`src/rtl/keypad_scan_4x4.sv`:
```
// keypad_scan_4x4: scanned 4x4 matrix-keypad reader.
// Drives one column low at a time and samples the four row lines at the end of
// each column slot. The scanned 16-bit matrix is debounced over whole scans, and
// every clean single-key press is reported as a hex code with a one-cycle strobe.
//
// Ports:
//   clk        system clock
//   rstn       asynchronous active-low reset
//   row_n[3:0] keypad rows, active-low, asynchronous to clk
//   col_n[3:0] column drive, active-low one-hot
//   key_code   code of the last accepted key (row*4 + col)
//   key_valid  one-cycle strobe when key_code is updated
//   key_down   high while the debounced matrix has any key pressed
module keypad_scan_4x4 #(
    parameter int unsigned SCAN_DIV       = 1000,
    parameter int unsigned DEBOUNCE_SCANS = 4
) (
    input  logic       clk,
    input  logic       rstn,
    input  logic [3:0] row_n,
    output logic [3:0] col_n,
    output logic [3:0] key_code,
    output logic       key_valid,
    output logic       key_down
);

    localparam int unsigned CNT_W = $clog2(SCAN_DIV);
    localparam int unsigned STB_W = $clog2(DEBOUNCE_SCANS + 1);

    typedef enum logic [1:0] {
        ST_RELEASED = 2'd0,
        ST_PRESSED  = 2'd1,
        ST_LOCKED   = 2'd2
    } state_e;

    logic [3:0]       row_s1_q, row_s2_q;
    logic [CNT_W-1:0] slot_cnt_q, slot_cnt_d;
    logic [1:0]       col_q, col_d;
    logic [3:0]       col_n_q;
    logic [15:0]      snap_q, snap_d;
    logic [15:0]      prev_q, prev_d;
    logic [15:0]      deb_q, deb_d;
    logic [STB_W-1:0] stable_q, stable_d;
    state_e           state_q, state_d;
    logic [3:0]       key_code_q, key_code_d;
    logic             key_valid_q, key_valid_d;
    logic             key_down_q;

    logic             slot_last;
    logic             scan_end;
    logic             deb_upd;
    logic             deb_none;
    logic             deb_single;
    logic [3:0]       hit_idx;

    // Two-flop synchroniser for the asynchronous row lines; idle level is high.
    always_ff @(posedge clk or negedge rstn) begin
        if (!rstn) begin
            row_s1_q <= 4'hF;
            row_s2_q <= 4'hF;
        end else begin
            row_s1_q <= row_n;
            row_s2_q <= row_s1_q;
        end
    end

    // Slot counter, column rotation and sampling into the snapshot.
    always_comb begin
        slot_last  = (slot_cnt_q == CNT_W'(SCAN_DIV - 1));
        scan_end   = slot_last && (col_q == 2'd3);
        slot_cnt_d = slot_last ? '0 : slot_cnt_q + CNT_W'(1);
        col_d      = slot_last ? col_q + 2'd1 : col_q;
        snap_d     = snap_q;
        if (slot_last) begin
            for (int r = 0; r < 4; r++) begin
                snap_d[{2'(r), col_q}] = ~row_s2_q[r];
            end
        end
    end

    // Whole-scan debounce: the snapshot compared at scan end already holds the
    // column-3 sample taken in the same cycle.
    always_comb begin
        prev_d   = prev_q;
        stable_d = stable_q;
        deb_upd  = 1'b0;
        if (scan_end) begin
            prev_d = snap_d;
            if (snap_d == prev_q) begin
                stable_d = (stable_q == STB_W'(DEBOUNCE_SCANS)) ? stable_q
                                                               : stable_q + STB_W'(1);
            end else begin
                stable_d = STB_W'(1);
            end
            deb_upd = (stable_d == STB_W'(DEBOUNCE_SCANS));
        end
        deb_d = deb_upd ? snap_d : deb_q;
    end

    // Matrix classification: only "no key", "exactly one key" or "more" matters.
    always_comb begin
        deb_none   = (deb_d == 16'd0);
        deb_single = !deb_none && ((deb_d & (deb_d - 16'd1)) == 16'd0);
        hit_idx    = 4'd0;
        for (int i = 0; i < 16; i++) begin
            if (deb_d[i]) begin
                hit_idx = 4'(i);
            end
        end
    end

    // Press FSM state register. The FSM consumes the freshly debounced matrix at
    // the update edge, so its decision is visible in the cycle after the update.
    always_ff @(posedge clk or negedge rstn) begin
        if (!rstn) begin
            state_q <= ST_RELEASED;
        end else begin
            state_q <= state_d;
        end
    end

    // Press FSM next state.
    always_comb begin
        state_d = state_q;
        if (deb_upd) begin
            unique case (state_q)
                ST_RELEASED: begin
                    if (deb_single)     state_d = ST_PRESSED;
                    else if (!deb_none) state_d = ST_LOCKED;
                end
                ST_PRESSED: begin
                    if (deb_none)        state_d = ST_RELEASED;
                    else if (!deb_single) state_d = ST_LOCKED;
                end
                ST_LOCKED: begin
                    if (deb_none)        state_d = ST_RELEASED;
                end
                default: state_d = ST_RELEASED;
            endcase
        end
    end

    // Press FSM outputs: only a release-to-single transition accepts a code.
    always_comb begin
        key_valid_d = 1'b0;
        key_code_d  = key_code_q;
        if (deb_upd && (state_q == ST_RELEASED) && deb_single) begin
            key_valid_d = 1'b1;
            key_code_d  = hit_idx;
        end
    end

    // Scan/debounce registers and registered outputs.
    always_ff @(posedge clk or negedge rstn) begin
        if (!rstn) begin
            slot_cnt_q  <= '0;
            col_q       <= 2'd0;
            col_n_q     <= 4'b1110;
            snap_q      <= 16'd0;
            prev_q      <= 16'd0;
            deb_q       <= 16'd0;
            stable_q    <= '0;
            key_code_q  <= 4'd0;
            key_valid_q <= 1'b0;
            key_down_q  <= 1'b0;
        end else begin
            slot_cnt_q  <= slot_cnt_d;
            col_q       <= col_d;
            col_n_q     <= ~(4'd1 << col_d);
            snap_q      <= snap_d;
            prev_q      <= prev_d;
            deb_q       <= deb_d;
            stable_q    <= stable_d;
            key_code_q  <= key_code_d;
            key_valid_q <= key_valid_d;
            key_down_q  <= |deb_d;
        end
    end

    assign col_n     = col_n_q;
    assign key_code  = key_code_q;
    assign key_valid = key_valid_q;
    assign key_down  = key_down_q;

endmodule

```
`config.mk`:
```
export PLATFORM = sky130hd
export DESIGN_NAME = keypad_scan_4x4
export DESIGN_NICKNAME = d
export VERILOG_FILES = /design/src/rtl/keypad_scan_4x4.sv
export SDC_FILE = /design/constraint.sdc
export NUM_CORES = 1
export LEC_CHECK = 0
export BUFFER_PORTS_ARGS = -buffer_cell sky130_fd_sc_hd__buf_2
export CORE_UTILIZATION = 41
export DETAILED_ROUTE_END_ITERATION = 8
export GPL_ROUTABILITY_DRIVEN = 0
export HOLD_SLACK_MARGIN = 0.1
export PLACE_DENSITY_LB_ADDON = 0.3
export SLEW_MARGIN = 10
export SYNTH_ARGS = -nofsm -noshare
export SYNTH_HDL_FRONTEND = slang
export SYNTH_SLANG_ARGS = --single-unit
```
`constraint.sdc`:
```
create_clock -name clk -period 4.6 [get_ports clk]
set_clock_uncertainty 0.05 [all_clocks]
set_input_delay 0.46 -clock clk [delete_from_list [all_inputs] [get_ports clk]]
set_output_delay 0.46 -clock clk [all_outputs]
set_load 0.01 [all_outputs]
```
==> results_dict.tcl <==
set metrics [dict create \
    die_area_um2 12010 \
    cp.depth 13 \
    period_share_pct 92.73 \
    end_kind "flop" \
    cp.arrival_ns 4.44 \
    viasPerCell 5.950 \
    rsz0062_at_grt "false" \
    max_freq_mhz 234.4 \
    fin_ws_ns 0.3346 \
    worstHoldPathCells 1 \
    drv_slew 0 \
    diodes 0 \
    p_per_area_nw_per_um2 273.9 \
    fin_setup_tns_ns 0 \
    synth_top_cell_by_area "dfrtp_1" \
    crit_start "slot_cnt_q[0]" \
    reg2regPathDepth 13 \
    place_ws_ns 0.2537 \
    async_flop_share_pct 100.0 \
    grt_antenna_before_repair 0 \
    postCtsSetupBuffers 0 \
    drt_iter0_drc 403 \
    syn-cell-area_um2 4746 \
    first_pass_iters 5 \
    cts_root_buf "clkbuf_16" \
    cts.sinks 83 \
    slew_headroom_pct 31.93 \
    grt_first_pass_wirelength_um 19850 \
    cpMaxStageDelayCell "or3_4" \
    fin_nets 530 \
    max_cap_violations 0 \
    leakage_nw 2.512 \
    crit_path_max_incr_delay_ns 0.45 \
    die_h_um 109.6 \
    peakVddDrop_uv 200.2 \
    die_w_um 109.6 \
    post_drt_wl_per_cell_um 18.08 \
    post_cts_resized 0 \
    cts_max_path_buffers 2 \
    drc 0 \
    hpwlAfterDp_um 8659 \
    critPathBufInv 1 \
    syn_area_per_cell_um2 9.473 \
    cts_tree "yes" \
    reg2reg_setup_slack_ns 0.33 \
    coreArea_um2 11080 \
    post-route-min-period_ns 4.265 \
    grt_pass1_vias 3737 \
    cp-start-kind "flop" \
    crit_chain "ha_1 > and4b_2 > nand4_4 > o21ai_2 > o22ai_1 > or3_4 > nor4_4 > buf_6 > mux2i_1 > o21ai_0 > or3b_4 > nor3_4 > mux2_2" \
    grtUsageMet3_pct 3.557 \
    wirelength_um 11970 \
    netlist.area_leader.share_pct 37.96 \
    syn2layout_area_growth_pct 11.78 \
    hold_viol_final 0 \
    syn-num-nets 514 \
    yosysUniqueCellTypes 76 \
    port_buffers 15 \
    tightestPinTransition_ns 1.021 \
    drive_above_1_share_pct 18.97 \
    postSynth.topFlopCell "dfrtp_1" \
    std_cell_rows 38 \
    vias 3939 \
    ys_warn_count 0 \
    critPathMaxFanout 19 \
    start_util_pct 42.84 \
    use_met2_pct 33.56 \
    io_pins 16 \
    grt_most_used_layer "met2" \
    synth_edf_count 0 \
    status "finished clean" \
    grt_overflow_total 0 \
    path_delay_family "simple AND/OR/NAND/NOR gates" \
    cp.required_ns 4.78 \
    clkLatencyLatePin_ns 0.35 \
    drtAntennaViolNets 0 \
    cts-htree-levels 3 \
    critPathKind "flop to flop" \
    whs_ns 0.1589 \
    hp-class "primary input to flop" \
    path_clk_slew_ns 0.06 \
    grt_util_met1_pct 30.33 \
    numCtsBuffers 9 \
    grt_max_degree 84 \
    reg2reg_from "slot_cnt_q[0]" \
    postSynthCellCount 501 \
    yosys-top-cells-area "dfrtp_1 (38%), dfstp_2 (6.1%), nor2_1 (4.2%), mux2_2 (4.0%), mux2i_1 (3.8%)" \
    ys_ff_latch 83 \
    holdBufCountCts 0 \
    r2r_end "key_code[2]" \
    setup_viol 0 \
    gr-usage-all-layers_pct 22.02 \
    hp-start "row_n[3]" \
    whs_endpoint "row_s1_q[3]" \
    synth_seq_area_share_pct 44.05 \
]
cell usage after synthesis, drive strengths merged, types with 5 or more instances:
master	number
a21oi	32
dfstp	11
o221ai	6
inv	32
buf	10
ha	7
dfrtp	72
nand2	36
mux2i	20
xnor2	5
nor4	11
nor3	12
and3	7
clkbuf	10
o31ai	7
nand3	15
mux2	17
nor2	53
or2	5
nand4	9
o22ai	7
o21a	6
a22oi	7
nand2b	6
and2	6
o21ai	33
xor2	7
sequential cells by signal (all words and copies together) (netlist names):
| register | cells |
|---|---|
| row_s2_q | 4 |
| row_s1_q | 4 |
| slot_cnt_q | 10 |
| snap_q | 16 |
| key_down | 1 |
| state_q | 2 |
| stable_q | 3 |
| col_q | 2 |
| key_code | 4 |
| prev_q | 16 |
| col_n | 4 |
| key_valid | 1 |
| deb_q | 16 |
worst register-to-register path: cells and delay by family, from the launching register on:
kind | cells | cell delay (ns)
AOI/OAI and AO/OA | 3 | 0.59
buffers and inverters | 1 | 0.24
DFF | 1 | 0.38
and+or+nand+nor | 6 | 2.09
muxes | 2 | 0.57
adders and majority gates | 1 | 0.25
stage by stage:
step           cells  total power [W]  utilization (%)  cell area, um2
3_3_place_gp     646        0.0007816            44.99            4984
2_1_floorplan    501        0.0007608                -            4746
5_1_grt          662         0.001505            47.89            5305
3_5_place_dp     646        0.0007820            44.99            4984
4_1_cts          662         0.001472            47.58            5271
6_report         662         0.001453            47.89            5305
power breakdown:
group	switching, W	total (W)	internal (W)
logic	0.0000196	0.0000242	0.00000457
clock network	0.000300	0.000685	0.000384
registers	0.00000719	0.000744	0.000737
layout make-up:
cell class	count	area, um2
fillers	1028	5773
multi-input cells	365	2455
flip-flops and latches	83	2091
clock buffers	10	239.0
well taps	140	175.2
repair buffers	25	168.9
inverters	33	127.6
clock inverters	6	48.80
placed cells by master, fill, tap and decap left out, types with 4 or more instances in the layout:
| cell type | count |
|---|---|
| mux2i_1 | 17 |
| nor2_1 | 53 |
| nor3_1 | 10 |
| clkinvlp_4 | 4 |
| o21a_1 | 6 |
| nand2_1 | 36 |
| clkbuf_16 | 9 |
| nand2b_1 | 6 |
| dfrtp_1 | 72 |
| buf_4 | 9 |
| and3_1 | 7 |
| nand4_1 | 6 |
| o22ai_1 | 7 |
| or2_2 | 5 |
| mux2_2 | 17 |
| inv_1 | 32 |
| xnor2_1 | 5 |
| dfstp_2 | 11 |
| o21ai_0 | 32 |
| xor2_1 | 7 |
| buf_2 | 14 |
| nor4_1 | 10 |
| o31ai_1 | 6 |
| a21oi_1 | 32 |
| and2_1 | 5 |
| o221ai_1 | 5 |
| ha_1 | 5 |
| a22oi_1 | 6 |
| nand3_1 | 15 |
worst max-delay path by stage:
stage | endpoint | slack [ns]
floorplan | key_code[0] | 0.76
global placement | key_code[0] | 0.29
detailed placement | key_code[2] | 0.25
CTS | key_code[2] | 0.19
global route | key_code[2] | 0.05
finish | key_code[2] | 0.33
routing by layer:
metal,wire length (um),vias up
li1,-,1862
met1,5337,1858
met2,5375,187
met3,847,32
met4,407,0
met5,0,-
logic make-up (layout without fill, tap and decap cells):
logic type | count (synthesis) | after routing | synth area share, %
AO/OA/AOI/OAI | 131 | 131 | 18.32
buffers and inverters | 53 | 74 | 4.772
multiplexers | 37 | 37 | 8.595
adder cells (fa/ha/maj) | 7 | 7 | 1.845
AND/OR/NAND/NOR | 178 | 178 | 20.20
flip-flops | 83 | 83 | 44.05
XOR/XNOR | 12 | 12 | 2.215
(Power assumes the default switching activity.)
